[src/rtl/up_down_count.sv]
// ----------------------------------------------------------------------------
// up_down_count
// Pair of 4-bit counters stepping in opposite directions. A rising edge on
// Swap exchanges the two counter values instead of counting that cycle.
//
// Ports:
//   Clk        in   1  clock, all registers update on its rising edge
//   Reset      in   1  synchronous active-high reset
//   Enable     in   1  count enable (up counter +1, down counter -1)
//   Swap       in   1  exchange request, acted on at its rising edge only
//   UpCountS   out  4  incrementing counter (registered)
//   DownCountS out  4  decrementing counter (registered)
//   UpTc       out  1  high while UpCountS == 4'hF   (UPDOWNCOUNT_TC_EN only)
//   DownTc     out  1  high while DownCountS == 4'h0 (UPDOWNCOUNT_TC_EN only)
//
// Build option:
//   UPDOWNCOUNT_TC_EN  when defined, adds the UpTc/DownTc terminal-count ports.
// ----------------------------------------------------------------------------
module up_down_count (
    input  logic       Clk,
    input  logic       Reset,
    input  logic       Enable,
    input  logic       Swap,
    output logic [3:0] UpCountS,
    output logic [3:0] DownCountS
`ifdef UPDOWNCOUNT_TC_EN
    ,
    output logic       UpTc,
    output logic       DownTc
`endif
);

    localparam int unsigned CNT_W = 4;

    localparam logic [CNT_W-1:0] UP_RST   = CNT_W'(0);
    localparam logic [CNT_W-1:0] DOWN_RST = {CNT_W{1'b1}};

    logic [CNT_W-1:0] r_up_cnt;
    logic [CNT_W-1:0] r_down_cnt;
    logic             r_swap_q;
    logic             w_swap_evt;

    // Swap acts only on a low-to-high transition seen between two edges.
    assign w_swap_evt = Swap & ~r_swap_q;

    // Counter and swap-history registers; exchange has priority over counting.
    always_ff @(posedge Clk) begin
        if (Reset) begin
            r_up_cnt   <= UP_RST;
            r_down_cnt <= DOWN_RST;
            r_swap_q   <= 1'b0;
        end else begin
            r_swap_q <= Swap;
            if (w_swap_evt) begin
                r_up_cnt   <= r_down_cnt;
                r_down_cnt <= r_up_cnt;
            end else if (Enable) begin
                r_up_cnt   <= r_up_cnt + CNT_W'(1);
                r_down_cnt <= r_down_cnt - CNT_W'(1);
            end
        end
    end

    assign UpCountS   = r_up_cnt;
    assign DownCountS = r_down_cnt;

`ifdef UPDOWNCOUNT_TC_EN
    // Terminal-count decodes of the registered counters.
    assign UpTc   = (r_up_cnt == {CNT_W{1'b1}});
    assign DownTc = (r_down_cnt == CNT_W'(0));
`endif

endmodule

[config.mk]
export PLATFORM = sky130hd
export DESIGN_NAME = up_down_count
export DESIGN_NICKNAME = d
export VERILOG_FILES = /design/src/rtl/up_down_count.sv
export SDC_FILE = /design/constraint.sdc
export NUM_CORES = 1
export LEC_CHECK = 0
export BUFFER_PORTS_ARGS = -buffer_cell sky130_fd_sc_hd__buf_2
export CAP_MARGIN = 20
export CORE_AREA = 3 3 40 42
export CTS_CLUSTER_SIZE = 20
export DETAILED_ROUTE_END_ITERATION = 16
export DIE_AREA = 0 0 43 45
export PLACE_DENSITY = 0.56
export RECOVER_POWER = 25
export SLEW_MARGIN = 20
export SYNTH_ARGS = -nofsm -noshare
export SYNTH_HDL_FRONTEND = slang
export SYNTH_SLANG_ARGS = --single-unit
export TNS_END_PERCENT = 50
[constraint.sdc]
create_clock -name Clk -period 2.33 [get_ports Clk]
set_input_delay 0.233 -clock Clk [delete_from_list [all_inputs] [get_ports Clk]]
set_output_delay 0.233 -clock Clk [all_outputs]
set_load 0.05 [all_outputs]
; ---- Word level (Yosys, flattened, before mapping)
; Index checks and enable logic that the tools add are counted.
[word_totals]
output_inout_bits = 8
wordCells = 12
latch_bits = 0
ram_bits = 0
input_bits = 4
mem_count = 0
regBits = 9
rom_bits = 0
[op_classes]
add_sub_neg = 2
n_lt_le_gt_ge = 0
n_reduce_logical = 1
muxes = 4
div = 0
bitwise = 2
multipliers = 0
shift = 0
n_eq_ne = 0
[ops]
columns = operator, count
row1 = $mux W4, 4
row2 = $add A4 B1 Y4 const B, 1
row3 = $sub A4 B1 Y4 const B, 1
row4 = $reduce_bool A2 Y1, 1
row5 = $and A1 B1 Y1, 1
row6 = $not A1 Y1, 1

; ---- Longest topological paths before layout
[logic_depth]
depth_word = 3
ltp_mapped = 5
ltp_nobuf = 5

; ---- Worst setup path before layout
; No wires, ideal clock.
[synth_timing]
path_kind = reg-to-reg
from = reg r_down_cnt[0], in the netlist DownCountS[0]
to = reg r_down_cnt[1], in the netlist DownCountS[1]
required_ps = 2210
path_buffers = 0
period_less_slack_ps = 1537
path_slack_ps = 793
stages_incl_launch_ff = 5
t_arrival_ps = 1417
setup_time_ps = 120
cell_sequence = dfxtp_1 inv_1 ha_1 a211oi_1 a211o_1
[synth_between]
elab_chain_cells = 3
[synth_lines]
columns = item, line
row1 = from (decl), 39  ; logic [CNT_W-1:0] r_down_cnt;
row2 = from (signal assigned), 56  ; r_down_cnt <= r_up_cnt;
row3 = from (signal assigned), 59  ; r_down_cnt <= r_down_cnt - CNT_W'(1);
row4 = $sub A4 B1 Y4, 59
row5 = $mux W4, 57  ; end else if (Enable) begin
row6 = $mux W4, 54  ; if (w_swap_evt) begin
; No other way between the ends. The select of a mux whose other input is x is not followed.
; A chain may end at the register's enable or synchronous reset.

; ---- Worst setup path after layout
[layout_timing]
from = reg r_up_cnt[0], in the netlist UpCountS[0]
to = out UpCountS[0]
[layout_rtl]
columns = item, line
row1 = from (decl), 38  ; logic [CNT_W-1:0] r_up_cnt;
row2 = from (signal assigned), 55  ; r_up_cnt <= r_down_cnt;
row3 = from (signal assigned), 58  ; r_up_cnt <= r_up_cnt + CNT_W'(1);
row4 = to (decl), 24  ; output logic [3:0] UpCountS,
; No word-level cell between the ends.

==> results_dict.tcl <==
set metrics [dict create \
    status "complete, no violations" \
    clk_latency_ps 260 \
    synth_edf_count 0 \
    path_delay_family "flip-flops" \
    ir_worst_vdd_mv 0.332 \
    viasPerCell 5.00 \
    cts_tree "done" \
    crit_slowest_cell "dfxtp_1" \
    rr_endpoint "DownCountS[1]$_SDFFE_PP1P_" \
    power_density_nw_per_um2 784 \
    reg2reg_from "DownCountS[0]$_SDFFE_PP1P_" \
    root_buffer "clkbuf_4" \
    endpoint "UpCountS[0]" \
    cp-end-kind "output port" \
    drt.antenna.violating_nets 0 \
    synth_common_cells "dfxtp_1, nor2_1, xor2_1" \
    synth_top_area_cell "dfxtp_1" \
    grt_remaining_overflow 0 \
    antenna_found_initial 0 \
    leakagePower_nw 0.253 \
    die_area_sq_um 1940 \
    drt_iter0_drc 6 \
    yosysWarnings 0 \
    ys_seq_elements 9 \
    post_dp_cell_area_sq_um 533 \
    dr.pass1.iters 4 \
    vias 385 \
    nets 69 \
    synth.area.top_cells "dfxtp_1, xor2_1, a211oi_1, nor2_1, ha_1" \
    finClkSkew_ps 0.167 \
    rsz0062_at_grt "false" \
    worstPathMaxFanout 5 \
    yosysSeqAreaShare_pct 36.9 \
    hpwl_microns 639 \
    grt_pass1_vias 345 \
    postCtsHoldBufs 0 \
    die_y_microns 45 \
    synth_top_area_share_pct 36.9 \
    multi_input_area_sq_um 267 \
    async_flop_share_pct 0 \
    slowest_delay_ps 450 \
    placementRows 13 \
    crit_chain "buf_2" \
    synth_area_per_cell_sq_um 9.57 \
    clock-sinks 9 \
    r2r_setup_slack_ps 1080 \
    yosysUniqueCellTypes 23 \
    setup_slack_ps 1080 \
    seqCellArea_sq_um 180 \
    ioPinCount 12 \
    r2r_cells 4 \
    grt_max_degree 13 \
    grt_usage_pct 11.3 \
    grt_pass1_wl_mm 1.57 \
    hold_class "in2reg" \
    die_w_microns 43 \
    period_minus_slack_ps 1250 \
    cts_resized 0 \
    clockBufferDepth 2 \
    place_congestion 0.691 \
    coreArea_sq_um 1280 \
    hold_ws_ps 205 \
    p_total_uw 433 \
    wl_per_cell_microns 11.9 \
    ys.flop_type "dfxtp_1" \
    maxCapViolCount 0 \
    pre_cts_ws_ps 1090 \
    syn-num-nets 57 \
    post-route-period-util_pct 53.7 \
    slew_headroom_pct 66.0 \
    crit_path_start_kind "register" \
    cp_data_required_time_ps 2100 \
    htree_levels 1 \
    post_cts_buffers 0 \
    start_util_pct 38.0 \
    hold_violations 0 \
    fin_area_sq_um 553 \
    diodes 0 \
    drc 0 \
    yosysMostFrequentCell "dfxtp_1" \
    arrival_ps 1020 \
    syn_to_final_growth_pct 13.3 \
    cp-startpoint "UpCountS[0]$_SDFFE_PP0P_" \
    routed_wl_microns 915 \
    numPortBuffers 11 \
    tns_ps 0 \
    synthCells 51 \
    finalSetupViolations 0 \
    drv_slew 0 \
    numCtsBuffers 3 \
    tightest_slew_ps 509 \
    netlist_area_sq_um 488 \
    drive_above_1_share_pct 25.8 \
    clk_pin_slew_ps 60 \
    critical_path_class "reg2out" \
    critPathBufInv 1 \
    fillerInstances 137 \
    path_depth 1 \
    clock.fmax_ghz 0.799 \
]
[area by class of cell]
type | count | area share [%]
Multi-Input combinational cell | 36 | 48.2
Sequential cell | 9 | 32.6
Tap cell | 15 | 3.39
Timing Repair Buffer | 11 | 9.73
Clock buffer | 4 | 4.75
Inverter | 2 | 1.36
[per-layer routing]
layer  GRT usage, %  part of all wire (%)  vias up  wire [microns]
met5              0                     0        -               0
met1           14.7                    54      171             493
met3           2.39                   6.2        4              57
met2           15.0                    37       11             341
li1               -                     -      199               -
met4           10.8                   2.5        0              23
[flip-flops by register name, indices dropped and copies added (netlist names)]
signal,cells
DownCountS,4
UpCountS,4
r_swap_q,1
[cell usage in the layout (no fill, tap or decap), types with 3 or more instances in the layout]
master	synthesis	layout
clkbuf_4	0	3
xor2_1	5	5
a211oi_1	4	5
buf_2	2	10
dfxtp_1	9	9
nor2_1	8	8
[metrics by stage]
step | instances | util [%]
6_report | 77 | 43.0
2_1_floorplan | 51 | -
3_3_place_gp | 73 | 41.5
5_1_grt | 77 | 43.0
3_5_place_dp | 73 | 41.5
4_1_cts | 77 | 43.5
[worst min-delay path by stage]
stage	startpoint	to	cells past startpoint
floorplan	Swap	r_swap_q$_SDFF_PP0_	1
global route	Swap	r_swap_q$_SDFF_PP0_	2
CTS	Swap	r_swap_q$_SDFF_PP0_	2
global placement	Swap	r_swap_q$_SDFF_PP0_	2
finish	Swap	r_swap_q$_SDFF_PP0_	2
detailed placement	Swap	r_swap_q$_SDFF_PP0_	2
[where the power goes]
group / switching (mW) / total [mW] / internal [mW]
Combinational: 0.0827 / 0.117 / 0.0343
Sequential: 0.0220 / 0.192 / 0.170
Clock: 0.0584 / 0.125 / 0.0663
[cells by family (layout without fill, tap and decap cells)]
group | after synthesis | count (layout) | share of synthesized area [%]
mux | 1 | 1 | 2.05
compound gates | 8 | 8 | 13.1
buf+inv | 6 | 17 | 7.44
flops | 9 | 9 | 36.9
xor+xnor | 5 | 5 | 8.97
simple gates | 20 | 20 | 26.4
fa+ha+maj | 2 | 2 | 5.13
Note: power is estimated with default switching activity, not from simulation.
